[src/rtl/alu_arb_pkg.sv]
// alu_arb_pkg: shared types for the ALU command arbiter.
// Command word layout is {op, addr1, addr2, addr3}, three bits per field.
package alu_arb_pkg;

    localparam int CMD_W = 12;

    typedef enum logic [2:0] {
        ADD = 3'b000,
        SUB = 3'b001,
        AND = 3'b011,
        CAS = 3'b111
    } op_t;

    typedef struct packed {
        op_t        op;
        logic [2:0] addr1;
        logic [2:0] addr2;
        logic [2:0] addr3;
    } alu_cmd_t;

    typedef enum logic [1:0] {
        IDLE  = 2'd0,
        ISSUE = 2'd1,
        WAIT  = 2'd2,
        RESP  = 2'd3
    } arb_state_t;

endpackage

[src/rtl/alu_cmd_arbiter_rr_pick.sv]
// rr_pick: combinational rotating-priority selector.
// Searches upward from ptr with wrap-around and returns the first set request
// as a one-hot grant, its index, and whether any request was present.
module rr_pick #(
    parameter int N = 4
) (
    input  logic [N-1:0]         req,
    input  logic [$clog2(N)-1:0] ptr,
    output logic [N-1:0]         grant,
    output logic [$clog2(N)-1:0] idx,
    output logic                 any
);

    localparam int IW = $clog2(N);

    // Two descending passes: the wrapped region below ptr first, then the region
    // at/above ptr, so a hit at/above ptr always overrides and the lowest index wins.
    always_comb begin
        grant = '0;
        idx   = '0;
        any   = 1'b0;
        for (int k = N - 1; k >= 0; k--) begin
            if (req[k] && (k < int'(ptr))) begin
                idx = IW'(k);
                any = 1'b1;
            end
        end
        for (int k = N - 1; k >= 0; k--) begin
            if (req[k] && (k >= int'(ptr))) begin
                idx = IW'(k);
                any = 1'b1;
            end
        end
        if (any) begin
            grant[idx] = 1'b1;
        end
    end

endmodule

[src/rtl/alu_cmd_arbiter.sv]
// alu_cmd_arbiter: round-robin arbiter giving NUM_REQ requesters atomic,
// one-at-a-time access to a shared ALU (IDLE -> ISSUE -> WAIT -> RESP).
// Optional WAIT watchdog is compiled in when ALU_ARB_TIMEOUT_EN is defined;
// otherwise WAIT is unbounded and rsp_err is tied low.
module alu_cmd_arbiter
    import alu_arb_pkg::*;
#(
    parameter int NUM_REQ        = 4,
    parameter int TIMEOUT_CYCLES = 64
) (
    input  logic                            clk,
    input  logic                            rst_n,
    input  logic [NUM_REQ-1:0]              req_valid,
    input  logic [NUM_REQ-1:0][CMD_W-1:0]   req_cmd,
    output logic [NUM_REQ-1:0]              req_ready,
    output logic [NUM_REQ-1:0]              rsp_valid,
    output logic                            rsp_err,
    output logic [CMD_W-1:0]                alu_cmd,
    output logic                            alu_run,
    input  logic                            alu_done,
    output logic                            busy,
    output logic [$clog2(NUM_REQ)-1:0]      owner
);

    localparam int IW = $clog2(NUM_REQ);

    arb_state_t         state;
    arb_state_t         state_next;
    logic [IW-1:0]      rr_ptr;
    logic [IW-1:0]      owner_q;
    alu_cmd_t           cmd_q;
    logic [NUM_REQ-1:0] pick_grant;
    logic [IW-1:0]      pick_idx;
    logic               pick_any;
    logic               timeout_hit;

    rr_pick #(
        .N (NUM_REQ)
    ) u_pick (
        .req   (req_valid),
        .ptr   (rr_ptr),
        .grant (pick_grant),
        .idx   (pick_idx),
        .any   (pick_any)
    );

`ifdef ALU_ARB_TIMEOUT_EN
    localparam int CNT_W = $clog2(TIMEOUT_CYCLES + 1);

    logic [CNT_W-1:0] wait_cnt;
    logic             err_q;

    assign timeout_hit = (state == WAIT) && (wait_cnt == CNT_W'(TIMEOUT_CYCLES - 1));
    assign rsp_err     = (state == RESP) && err_q;

    // Watchdog: count WAIT cycles from zero and remember whether WAIT was left by timeout;
    // a done arriving on the limit cycle takes precedence over the timeout.
    always_ff @(posedge clk or negedge rst_n) begin
        if (!rst_n) begin
            wait_cnt <= '0;
            err_q    <= 1'b0;
        end else begin
            case (state)
                ISSUE: begin
                    wait_cnt <= '0;
                    err_q    <= 1'b0;
                end
                WAIT: begin
                    wait_cnt <= wait_cnt + 1'b1;
                    err_q    <= timeout_hit && !alu_done;
                end
                default: ;
            endcase
        end
    end
`else
    assign timeout_hit = 1'b0;
    assign rsp_err     = 1'b0;
`endif

    assign alu_cmd = cmd_q;
    assign owner   = owner_q;

    // State register for the transaction sequencer.
    always_ff @(posedge clk or negedge rst_n) begin
        if (!rst_n) begin
            state <= IDLE;
        end else begin
            state <= state_next;
        end
    end

    // Next state and strobes; grants are only offered in IDLE and never while in reset.
    always_comb begin
        state_next = state;
        req_ready  = '0;
        rsp_valid  = '0;
        alu_run    = 1'b0;
        busy       = 1'b1;
        case (state)
            IDLE: begin
                busy = 1'b0;
                if (rst_n) begin
                    req_ready = pick_grant;
                end
                if (pick_any) begin
                    state_next = ISSUE;
                end
            end
            ISSUE: begin
                alu_run    = 1'b1;
                state_next = WAIT;
            end
            WAIT: begin
                if (alu_done || timeout_hit) begin
                    state_next = RESP;
                end
            end
            RESP: begin
                rsp_valid[owner_q] = 1'b1;
                state_next         = IDLE;
            end
            default: state_next = IDLE;
        endcase
    end

    // Capture the winner's command and index at acceptance, and rotate priority past the
    // owner once its response goes out so every active requester gets a turn.
    always_ff @(posedge clk or negedge rst_n) begin
        if (!rst_n) begin
            rr_ptr  <= '0;
            owner_q <= '0;
            cmd_q   <= '0;
        end else begin
            if ((state == IDLE) && pick_any) begin
                cmd_q   <= alu_cmd_t'(req_cmd[pick_idx]);
                owner_q <= pick_idx;
            end
            if (state == RESP) begin
                rr_ptr <= (owner_q == IW'(NUM_REQ - 1)) ? '0 : owner_q + 1'b1;
            end
        end
    end

endmodule

[config.mk]
export PLATFORM = sky130hd
export DESIGN_NAME = alu_cmd_arbiter
export DESIGN_NICKNAME = d
export VERILOG_FILES = /design/src/rtl/alu_arb_pkg.sv /design/src/rtl/alu_cmd_arbiter_rr_pick.sv /design/src/rtl/alu_cmd_arbiter.sv
export SDC_FILE = /design/constraint.sdc
export NUM_CORES = 1
export LEC_CHECK = 0
export ABC_AREA = 1
export CORE_UTILIZATION = 42
export CTS_CLUSTER_DIAMETER = 50
export CTS_CLUSTER_SIZE = 40
export DETAILED_ROUTE_END_ITERATION = 7
export PLACE_DENSITY_LB_ADDON = 0.05
export SYNTH_ARGS = -nofsm -noshare
export SYNTH_HDL_FRONTEND = slang
export SYNTH_HIERARCHICAL = 1
export SYNTH_SLANG_ARGS = --single-unit
export TNS_END_PERCENT = 5
[constraint.sdc]
create_clock -name clk -period 2.6 [get_ports clk]
set_input_delay 0.39 -clock clk [delete_from_list [all_inputs] [get_ports clk]]
set_output_delay 0.39 -clock clk [all_outputs]
set_load 0.02 [all_outputs]
# Yosys cells after proc, flatten, opt, wreduce, memory -nomap -nowiden
# Cells that the tools add are included.
op_classes:
  addsub: 1
  multipliers: 0
  n_div: 0
  order_cmp: 10
  eq_ne: 6
  n_shift: 0
  mux: 30
  bitwise_logic: 0
  reduce_logical: 11
ops:
  columns: ["op", "count"]
  rows:
  - ["$bmux 12 s2", 1]
  - ["$mux 2", 10]
  - ["$mux 4", 4]
  - ["$mux 12", 1]
  - ["$mux 1", 11]
  - ["$logic_and 1x1->1", 9]
  - ["$pmux 2 s4", 1]
  - ["$eq 2x2->1 const B", 3]
  - ["$lt 2x3->1 const B", 2]
  - ["$demux 1 s2", 2]
  - ["$ge 1x2->1 const A", 2]
  - ["$ge 2x1->1 const B", 2]
  - ["$lt 1x2->1 const A", 2]
  - ["$ne 2x2->1 const B", 2]
  - ["$add 2x1->2 const B", 1]
  - ["$eq 2x1->1 const B", 1]
  - ["$ge 2x2->1 const A", 1]
  - ["$logic_not 2->1", 1]
  - ["$lt 2x2->1 const A", 1]
  - ["$reduce_and 2->1", 1]
totals:
  register_bits: 18
  latch_bits: 0
  mem_bits_rw: 0
  romBits: 0
  out_inout_bits: 25
  wordCells: 65
  memories: 0

# Longest topological paths before layout
logic_depth:
  ltp_word: 16
  mapped_depth: 12

# Hierarchy
# The synthesis kept the hierarchy.
modules_own_cells:
  columns: ["mod", "instances", "cells_each", "area_each_um2"]
  rows:
  - ["alu_cmd_arbiter", 1, 212, 1346.3]
  - ["rr_pick", 1, 30, 141.4]

# Worst setup path before layout
# OpenSTA, ideal clock, no wires.
synth_path:
  kind: "flip-flop to output port"
  start: "register rr_ptr[1]"
  end: "output req_ready[1]"
  arrival_time_ns: 1.289
  path_slack_ns: 0.921
  stages_incl_launch_ff: 8
  path_buffers: 0
  cell_sequence: "dfrtp_1 nor3_2 nor2_2 nand2_2 inv_2 nor2_2 inv_1 nor2_1"
synth_between:
  elab_chain_cells: 16
  elab_cells_between_ends: 34
  cone_classes: "order compare (8); mux (19); reduce/logical (7)"
synth_rtl:
  columns: ["element", "line_no", "rtl"]
  rows:
  - ["start: declaration", "alu_cmd_arbiter.sv:29", "logic [IW-1:0] rr_ptr;"]
  - ["start signal: assignment", "alu_cmd_arbiter.sv:140", "rr_ptr <= (owner_q == IW'(NUM_REQ - 1)) ? '0 : owner_q + 1'b1;"]
  - ["$lt 2x2->1", "alu_cmd_arbiter_rr_pick.sv:23", "if (req[k] && (k < int'(ptr))) begin"]
  - ["$logic_and 1x1->1", "alu_cmd_arbiter_rr_pick.sv:23", null]
  - ["$mux 2 (3 in a row)", "alu_cmd_arbiter_rr_pick.sv:23", null]
  - ["$mux 2 (3 in a row)", "alu_cmd_arbiter_rr_pick.sv:29", "if (req[k] && (k >= int'(ptr))) begin"]
  - ["$mux 2 *", "alu_cmd_arbiter_rr_pick.sv:29", null]
  - ["named net pick_idx[1]", "alu_cmd_arbiter.sv:33", "logic [IW-1:0] pick_idx;"]
  - ["$lt 2x3->1 (implied by the code) / $ge 2x1->1 (equally long branches)", "alu_cmd_arbiter_rr_pick.sv:35", "grant[idx] = 1'b1;"]
  - ["$logic_and 1x1->1 (implied by the code)", "alu_cmd_arbiter_rr_pick.sv:35", null]
  - ["$mux 1 (implied by the code)", "alu_cmd_arbiter_rr_pick.sv:35", null]
  - ["$demux 1 s2 *", null, null]
  - ["$mux 4 *", "alu_cmd_arbiter_rr_pick.sv:34", "if (any) begin"]
  - ["named net pick_grant[1]", "alu_cmd_arbiter.sv:32", "logic [NUM_REQ-1:0] pick_grant;"]
  - ["$mux 4 *", "alu_cmd_arbiter.sv:103", "if (rst_n) begin"]
  - ["$mux 4 *", "alu_cmd_arbiter.sv:100", "case (state)"]
  - ["end: declaration", "alu_cmd_arbiter.sv:15", "output logic [NUM_REQ-1:0] req_ready,"]
# The timed path passes the listed nets; every way through them passes the cells marked *.

# Worst setup path after layout
layout_path:
  start: "input req_valid[0]"
  end: "output req_ready[0]"
layout_between:
  elab_chain_cells: 13
  elab_cells_between_ends: 20
  cone_classes: "order compare (2); mux (15); reduce/logical (3)"
layout_rtl:
  columns: ["element", "line_no", "rtl"]
  rows:
  - ["start: declaration", "alu_cmd_arbiter.sv:13", "input logic [NUM_REQ-1:0] req_valid,"]
  - ["$logic_and 1x1->1", "alu_cmd_arbiter_rr_pick.sv:23", null]
  - ["$mux 2", "alu_cmd_arbiter_rr_pick.sv:23", null]
  - ["$mux 2 (4 in a row)", "alu_cmd_arbiter_rr_pick.sv:29", null]
  - ["$lt 2x3->1 (implied by the code) / $ge 2x1->1 (equally long branches)", "alu_cmd_arbiter_rr_pick.sv:35", null]
  - ["$logic_and 1x1->1 (implied by the code)", "alu_cmd_arbiter_rr_pick.sv:35", null]
  - ["$mux 1 (implied by the code)", "alu_cmd_arbiter_rr_pick.sv:35", null]
  - ["$demux 1 s2", null, null]
  - ["$mux 4 *", "alu_cmd_arbiter_rr_pick.sv:34", null]
  - ["named net pick_grant[0]", "alu_cmd_arbiter.sv:32", null]
  - ["$mux 4 *", "alu_cmd_arbiter.sv:103", null]
  - ["$mux 4 *", "alu_cmd_arbiter.sv:100", null]
# Marked as above.

==> impl_metrics.tcl <==
set metrics [dict create \
    path_delay_family "buffers and inverters" \
    hp-class "in2async" \
    met3_wirelength_um 223 \
    grt_pass1_wl_um 5630 \
    nNetsFinal 386 \
    crit_fanout 4 \
    area_delta_synth_final_pct 56.5 \
    synth-seq-cells 18 \
    drv_cap 0 \
    max_stage_delay_ns 0.48 \
    seq_area_frac_synth_pct 30.3 \
    critPathSlowestCell "clkdlybuf4s50_1" \
    cts.path.max_buffers 2 \
    diodes 0 \
    gp_congestion 0.698 \
    drive_above_1_share_pct 7.50 \
    worst_setup_path_startpoint "req_valid[0]" \
    floorplan.die_area_mm2 0.00378 \
    tightest_slew_ns 0.513 \
    cts_buffers 3 \
    rsz0062_at_grt "false" \
    timing.hold.ws_ns 0.443 \
    dieHeight_um 61.5 \
    dr_total_vias 1594 \
    drt_drc_violations_left 0 \
    syn_inst 242 \
    dp_slack_ns -0.0929 \
    postCtsSetupBuffers 0 \
    post-route-period-util_pct 90.5 \
    final_common_cell "nand2_1" \
    outcome "completed" \
    coreArea_mm2 0.00336 \
    start_util_pct 44.2 \
    layout_min_cycle_time_ns 2.35 \
    hpwl_um 2800 \
    grt_use_total_pct 20.0 \
    slew_headroom_pct 65.7 \
    cp-end-kind "output port" \
    path_cells "clkdlybuf4s50_1 > inv_1 > nor3_4 > nor2_2 > nand2_2 > nand2_2 > nor2_2 > inv_1 > nor2_1 > dlygate4sd2_1" \
    cp-start-kind "input pin" \
    grt_max_degree 26 \
    syn_area_per_cell_um2 6.15 \
    setup_viol_count_final 0 \
    first_pass_iters 4 \
    r2r_start "rr_ptr[1]" \
    worstSkewPairLatency_ns 0.29 \
    cp.arrival_ns 1.96 \
    wl_met2_um 1800 \
    worst_slack_ns 0.248 \
    top_layer_used "met4" \
    postRouteAntennaNets 0 \
    critPathKind "in2out" \
    final.setup.tns_ns 0 \
    wl_um 3590 \
    cts_tree "yes" \
    clk_pin_slew_ns 0.11 \
    wl_met1_um 1550 \
    p_per_area_mw_per_mm2 900 \
    worst-path-buf-inv 4 \
    postCtsHoldBufs 0 \
    grt_pass1_vias 1379 \
    portBuffers 78 \
    fmax_mhz 425 \
    grt_overflow 0 \
    worst_clock_skew_ns 0.00948 \
    cts_max_level 1 \
    place_area_mm2 0.00229 \
    ir_drop_v 0.000422 \
    fp-row-count 21 \
    crit_required_ns 2.21 \
    post_drt_wl_per_cell_um 9.82 \
    final_hold_viol_count 0 \
    antenna_found_initial 0 \
    final_cell_mix "nand2_1, clkdlybuf4s50_1, inv_1" \
    die_w_um 61.5 \
    viasPerCell 4.36 \
    clock-sinks 18 \
    maxSlewViolCount 0 \
    dp_cells 363 \
    syn_area_mm2 0.00149 \
    cts_root_buf "clkbuf_4" \
    synth_warnings 6 \
    synth_nets 306 \
    fin_cells 366 \
    io_pins 80 \
    drtIter0Drc 59 \
    yosys.cell_types.count 21 \
    design_area_mm2 0.00233 \
    p_leak_nw 1.29 \
    fillers 335 \
]
==> state kept, by name, summed over array words and instances, names as in the netlist <==
register,count
owner,2
rr_ptr,2
alu_cmd,12
state,2
==> area by class of cell <==
cell class	count	area, um^2	area share (%)
well taps	46	57.6	2.47
repair buffers	83	825	35.4
clock buffers	3	22.5	0.967
multi-input cells	183	847	36.4
flip-flops and latches	18	450	19.3
inverters	33	126	5.43
==> Yosys cell counts (all sizes together) <==
library cell    n  area [um^2]
a21oi           2         13.8
buf             8         70.1
conb            1         3.75
dfrtp          18          450
ha              9          113
inv            33          126
nand2         135          524
nand3          17         85.1
nor2           14         70.1
nor3            1         10.0
o21ai           3         15.0
or2             1         6.26
==> stage by stage <==
stage          util, %  power [mW]
2_1_floorplan        -        1.48
3_3_place_gp      68.2        1.95
3_5_place_dp      68.2        1.97
4_1_cts           69.0        2.12
5_1_grt           69.2        2.30
6_report          69.2        2.10
==> power breakdown <==
group / switching, mW / internal, mW / total, mW
Combinational: 0.824 / 0.609 / 1.43
Clock: 0.0850 / 0.0538 / 0.139
Sequential: 0.106 / 0.419 / 0.525
Total: 1.01 / 1.08 / 2.10
==> cells by family (layout without fill, tap and decap cells) <==
group	count (synthesis)	count (layout)	synth area share, %
AND/OR/NAND/NOR	168	168	46.8
buffers and inverters	41	119	13.2
flip-flops	18	18	30.3
adder cells (fa/ha/maj)	9	9	7.57
AO/OA/AOI/OAI	5	5	1.93
other	1	1	0.252
==> final timing paths <==
kind                                     end  slack (ns)  depth (start not counted)
worst max-delay path            req_ready[0]        0.25                         10
min in group clk                  alu_cmd[0]        0.48                          2
max in group asynchronous         alu_cmd[0]        1.95                          2
worst min-delay path                state[0]        0.44                          2
worst max register to register   alu_cmd[11]        0.86                          8
worst min register to register    alu_cmd[0]        0.48                          2
==> routing by layer <==
layer,global-route usage (%),vias up
met3,4.62,2
met4,4.76,0
met2,37.3,44
met1,22.8,678
met5,0,-
li1,-,870
==> repair_timing <==
item / 4_1_cts / 5_1_grt
resized for setup: 2 / 3
cloned: 0 / 0
setup endpoints to repair: 2 / 3
No activity file was read; power rests on OpenSTA's default activity.
